===== config.mk =====
export PLATFORM = sky130hd
export DESIGN_NAME = multiport_frame_arbiter
export DESIGN_NICKNAME = d
export VERILOG_FILES = /design/src/rtl/multiport_frame_arbiter.sv
export SDC_FILE = /design/constraint.sdc
export NUM_CORES = 1
export LEC_CHECK = 0
export BUFFER_PORTS_ARGS = -buffer_cell sky130_fd_sc_hd__buf_2
export CAP_MARGIN = 20
export CORE_AREA = 2 2 216 218
export CTS_CLUSTER_DIAMETER = 200
export DETAILED_ROUTE_END_ITERATION = 16
export DIE_AREA = 0 0 218 220
export PLACE_DENSITY = 0.48
export RECOVER_POWER = 25
export SLEW_MARGIN = 20
export SYNTH_ARGS = -nofsm -noshare
export SYNTH_HDL_FRONTEND = slang
export SYNTH_SLANG_ARGS = --single-unit

===== constraint.sdc =====
create_clock -name clock -period 7.2 [get_ports clock]
set_input_delay 0.36 -clock clock [delete_from_list [all_inputs] [get_ports clock]]
set_output_delay 0.36 -clock clock [all_outputs]
set_load 0.02 [all_outputs]

===== src/rtl/multiport_frame_arbiter.sv =====
// Arbitrates NUM_PORTS frame-buffer requesters onto NUM_BANKS SRAM banks through a rotating role->buffer map.
// Latency: grant and bank drive are combinational; read data returns READ_LATENCY cycles after the grant.
// Backpressure: a losing port sees gnt=0 and holds its request; the read return path is never stalled.
module multiport_frame_arbiter #(
    parameter int NUM_PORTS    = 4,
    parameter int NUM_BANKS    = 2,
    parameter int DATA_W       = 36,
    parameter int ADDR_W       = 19,
    parameter int OFFSET_W     = 17,
    parameter int IMAGE_LENGTH = 76800,
    parameter int READ_LATENCY = 3,
    parameter int ARB_MODE     = 0
) (
    input  logic                          clock,
    input  logic                          reset,
    input  logic                          frame_flag,
    input  logic [NUM_PORTS-1:0]          req,
    input  logic [NUM_PORTS-1:0]          wr,
    input  logic [NUM_PORTS*OFFSET_W-1:0] offset,
    input  logic [NUM_PORTS*DATA_W-1:0]   wdata,
    output logic [NUM_PORTS-1:0]          gnt,
    output logic [NUM_PORTS-1:0]          rvalid,
    output logic [NUM_PORTS*DATA_W-1:0]   rdata,
    output logic [NUM_BANKS*ADDR_W-1:0]   mem_addr,
    output logic [NUM_BANKS*DATA_W-1:0]   mem_wdata,
    output logic [NUM_BANKS-1:0]          mem_we,
    input  logic [NUM_BANKS*DATA_W-1:0]   mem_rdata
);

    localparam int PW = (NUM_PORTS > 1) ? $clog2(NUM_PORTS) : 1;

    logic [PW-1:0]     buf_of_role [NUM_PORTS];
    logic [PW-1:0]     rr_ptr      [NUM_BANKS];
    logic              pipe_vld    [NUM_BANKS][READ_LATENCY];
    logic [PW-1:0]     pipe_port   [NUM_BANKS][READ_LATENCY];
    logic [ADDR_W-1:0] port_addr   [NUM_PORTS];
    logic              bank_hit    [NUM_BANKS];
    logic [PW-1:0]     bank_win    [NUM_BANKS];

    // Buffer b lives in bank b % NUM_BANKS at image slot b / NUM_BANKS.
    always_comb begin
        for (int p = 0; p < NUM_PORTS; p++) begin
            port_addr[p] = ADDR_W'((int'(buf_of_role[p]) / NUM_BANKS) * IMAGE_LENGTH
                                   + int'(offset[p*OFFSET_W +: OFFSET_W]));
        end
    end

    always_comb begin : arb
        int cp;
        cp        = 0;
        gnt       = '0;
        mem_addr  = '0;
        mem_wdata = '0;
        mem_we    = '0;
        for (int k = 0; k < NUM_BANKS; k++) begin
            bank_hit[k] = 1'b0;
            bank_win[k] = '0;
            // Scan order starts at the rr pointer in round-robin mode, at port 0 otherwise.
            for (int i = 0; i < NUM_PORTS; i++) begin
                cp = (ARB_MODE == 1) ? (int'(rr_ptr[k]) + i) % NUM_PORTS : i;
                if (!bank_hit[k] && req[cp] && (int'(buf_of_role[cp]) % NUM_BANKS == k)) begin
                    bank_hit[k] = 1'b1;
                    bank_win[k] = PW'(cp);
                end
            end
            if (reset && bank_hit[k]) begin
                gnt[bank_win[k]]                = 1'b1;
                mem_addr[k*ADDR_W +: ADDR_W]    = port_addr[bank_win[k]];
                mem_wdata[k*DATA_W +: DATA_W]   = wdata[int'(bank_win[k])*DATA_W +: DATA_W];
                mem_we[k]                       = wr[bank_win[k]];
            end
        end
    end

    // At most one bank can return to a given port, since a port maps to exactly one bank.
    always_comb begin
        rvalid = '0;
        rdata  = '0;
        if (reset) begin
            for (int k = 0; k < NUM_BANKS; k++) begin
                if (pipe_vld[k][READ_LATENCY-1]) begin
                    rvalid[pipe_port[k][READ_LATENCY-1]] = 1'b1;
                    rdata[int'(pipe_port[k][READ_LATENCY-1])*DATA_W +: DATA_W] =
                        mem_rdata[k*DATA_W +: DATA_W];
                end
            end
        end
    end

    always_ff @(posedge clock) begin
        if (!reset) begin
            for (int p = 0; p < NUM_PORTS; p++) begin
                buf_of_role[p] <= PW'(p);
            end
            for (int k = 0; k < NUM_BANKS; k++) begin
                rr_ptr[k] <= '0;
                for (int s = 0; s < READ_LATENCY; s++) begin
                    pipe_vld[k][s]  <= 1'b0;
                    pipe_port[k][s] <= '0;
                end
            end
        end else begin
            if (frame_flag) begin
                for (int p = 0; p < NUM_PORTS; p++) begin
                    buf_of_role[p] <= buf_of_role[(p + NUM_PORTS - 1) % NUM_PORTS];
                end
            end
            for (int k = 0; k < NUM_BANKS; k++) begin
                if (ARB_MODE == 1 && bank_hit[k]) begin
                    rr_ptr[k] <= PW'((int'(bank_win[k]) + 1) % NUM_PORTS);
                end
                pipe_vld[k][0]  <= bank_hit[k] && !wr[bank_win[k]];
                pipe_port[k][0] <= bank_win[k];
                for (int s = 1; s < READ_LATENCY; s++) begin
                    pipe_vld[k][s]  <= pipe_vld[k][s-1];
                    pipe_port[k][s] <= pipe_port[k][s-1];
                end
            end
        end
    end

endmodule

==> impl_metrics.json <==
{
  "ir_drop_v": 0.00005124,
  "required_ns": 6.84,
  "yosys.area.top_type": "nor2_1",
  "layout_commonest_cell": "buf_2",
  "utilization_pct": 29.05,
  "maxSlewViolCount": 193,
  "dpl.hpwl_mm": 70.05,
  "crit_type": "reg2out",
  "track_usage_pct": 33.96,
  "ys.warnings.count": 0,
  "violations": "max-capacitance violations, max-slew violations",
  "tightest_slew_ns": 3.195,
  "p_per_area_nw_per_um2": 89.52,
  "finalPower_w": 0.001193,
  "route.detailed.drc": 0,
  "via_count": 15840,
  "routed_wl_mm": 86.51,
  "detail_route.wl_per_cell_um": 33.22,
  "crit_chain": "buf_4 -> inv_1 -> ha_1 -> clkbuf_1 -> clkinv_1 -> nand3_1 -> o21ai_0 -> a21oi_1 -> o22ai_1 -> buf_2",
  "rows": 79,
  "p_leak_nw": 5.792,
  "run_status": "complete, but fails checks",
  "drt_iter0_drc": 2051,
  "overflow": 0,
  "cts_root_buf": "clkbuf_16",
  "grt_use_met2_pct": 57.31,
  "stdcell_area_um2": 13330,
  "met1_usage_pct": 39.97,
  "cp-end-kind": "output pin",
  "boundaryPins": 559,
  "insertion_delay_ns": 0.26,
  "port_buffers": 556,
  "antenna_found_initial": 16,
  "core-area_um2": 45860,
  "clockBufferDepth": 2,
  "clock_skew_ns": 0.003329,
  "nets": 2320,
  "cp.depth": 10,
  "async_flop_share_pct": 0,
  "ys_seq_area_share_pct": 5.945,
  "ys_top_cells_by_area": "nor2_1, o22ai_1, mux2i_1, nor4_1, mux2_2",
  "cts_resized": 0,
  "htreeDepth": 1,
  "syn_area_um2": 10100,
  "setup_tns_ns": 0,
  "clk_pin_slew_ns": 0.06,
  "synth_top_area_share_pct": 12.56,
  "max_stage_delay_ns": 1.14,
  "min_period_ns": 5.467,
  "holdWs_ns": 0.4336,
  "gp_congestion": 1.078,
  "min_path_type": "reg2reg",
  "clkSinkCount": 26,
  "post_cts_buffers": 0,
  "die_area_um2": 47960,
  "setup-violations-final": 0,
  "arrival_ns": 5.11,
  "rsz0062_at_grt": "no",
  "period_share_pct": 75.93,
  "dpl_cell_area_um2": 13320,
  "initial_core_util_pct": 22.03,
  "grt_max_degree": 70,
  "cts_buffers": 3,
  "die_x_um": 218,
  "cp_max_fo": 54,
  "cpMaxStageDelayCell": "clkbuf_1",
  "hold_depth": 1,
  "ant_nets": 0,
  "die_y_um": 220,
  "netlist_instances": 1540,
  "layout_common_cells": "buf_2, nor2_1, o22ai_1",
  "grt_util_met3_pct": 7.509,
  "drive_above_1_share_pct": 32.45,
  "drt-pass1-iter-count": 6,
  "syn_to_final_growth_pct": 31.91,
  "synth_edf_count": 8,
  "reg2reg_depth": 6,
  "avgSynthCellArea_um2": 6.560,
  "avgViaCountPerCell": 6.082,
  "n_fill_cell": 5284,
  "start_kind": "flip-flop",
  "cts-hold-fix-buffers": 0,
  "drv_cap": 5,
  "timing.critical_path.buf_inv": 5,
  "busiest_layer": "met2",
  "grt_pass1_vias": 14890,
  "crit_family": "buffers and inverters",
  "slew_headroom_pct": -113.0,
  "fmax_mhz": 182.9,
  "grt_pass1_wl_mm": 117.0,
  "ys_types": 70,
  "synth_ff_type": "dfxtp_1",
  "ys_seq_elements": 26,
  "cts_tree": "done",
  "hold_violations": 0
}
-- cell type report --
class	count	area, um2	area share (%)
clock inverter	1	3.754	0.02817
timing repair buffer	591	2979	22.36
antenna	6	15.01	0.1127
multi-input combinational	1352	8822	66.21
sequential	26	603.1	4.526
inverter	18	67.56	0.5070
clock buffer	3	75.07	0.5634
tap	607	759.5	5.700
-- power breakdown --
part	total (W)	internal, W	switching, W
Clock	0.000126	0.0000745	0.0000517
Sequential	0.000166	0.000159	0.00000764
Combinational	0.000900	0.000292	0.000608
Total	0.00119	0.000525	0.000668
-- metal layers --
metal,vias to the layer above,wire [um]
li1,6734,-
met1,7680,32260
met2,1175,40240
met3,240,8330
met4,8,5629
met5,-,52
-- cells in the mapped netlist (7+ instances only) --
master / n
mux2i_1: 66
nor2_1: 338
nor3_1: 16
xnor2_1: 14
mux4_2: 21
o21ai_0: 33
nand2_1: 98
a21oi_1: 73
o221ai_1: 10
nand2b_1: 18
and2_1: 34
clkbuf_1: 83
a22o_1: 16
a2bb2oi_1: 15
nand3_1: 37
o32a_1: 7
and3_1: 14
o22ai_1: 131
o32ai_1: 9
nor4_1: 98
buf_2: 33
a211oi_1: 7
o22a_1: 36
a22oi_1: 29
nand4_1: 7
o2bb2ai_1: 11
buf_1: 17
dfxtp_1: 18
or3_1: 9
nor2b_1: 23
ha_1: 29
mux2_2: 45
edfxtp_1: 8
inv_1: 16
a31oi_1: 12
a32oi_1: 14
-- registers in the layout (all words and copies together) (netlist names) --
register / cells
pipe_port: 12
buf_of_role: 8
pipe_vld: 6
-- final timing paths --
check | startpoint | to | slack [ns]
worst max-delay path | pipe_port[0][0]$_SDFF_PN0_ | rdata[51] | 1.73
worst min-delay path | pipe_vld[1][1]$_SDFF_PN0_ | pipe_vld[1][0]$_SDFF_PN0_ | 0.43
worst max register to register | buf_of_role[0][0]$_SDFFCE_PN0P_ | pipe_vld[0][2]$_DFF_P_ | 3.27
worst min register to register | pipe_vld[1][1]$_SDFF_PN0_ | pipe_vld[1][0]$_SDFF_PN0_ | 0.43
-- cells by family after synthesis --
| logic type | Yosys count | share of synthesized area (%) |
|---|---|---|
| AND/OR/NAND/NOR | 718 | 33.47 |
| AO/OA/AOI/OAI | 445 | 30.59 |
| adder cells (fa/ha/maj) | 33 | 4.384 |
| other | 1 | 0.03712 |
| flip-flops | 26 | 5.945 |
| XOR/XNOR | 20 | 1.734 |
| multiplexers | 134 | 16.53 |
| buffers and inverters | 163 | 7.307 |
-- stage by stage --
step / instances / worst slack [ns]
final: 2604 / 1.733
after CTS: 2598 / 2.444
after floorplan: 1541 / 3.867
after detailed placement: 2594 / 2.746
after global placement: 2594 / 2.792
after global routing: 2603 / 1.700
Note: power is estimated with default switching activity, not from simulation.
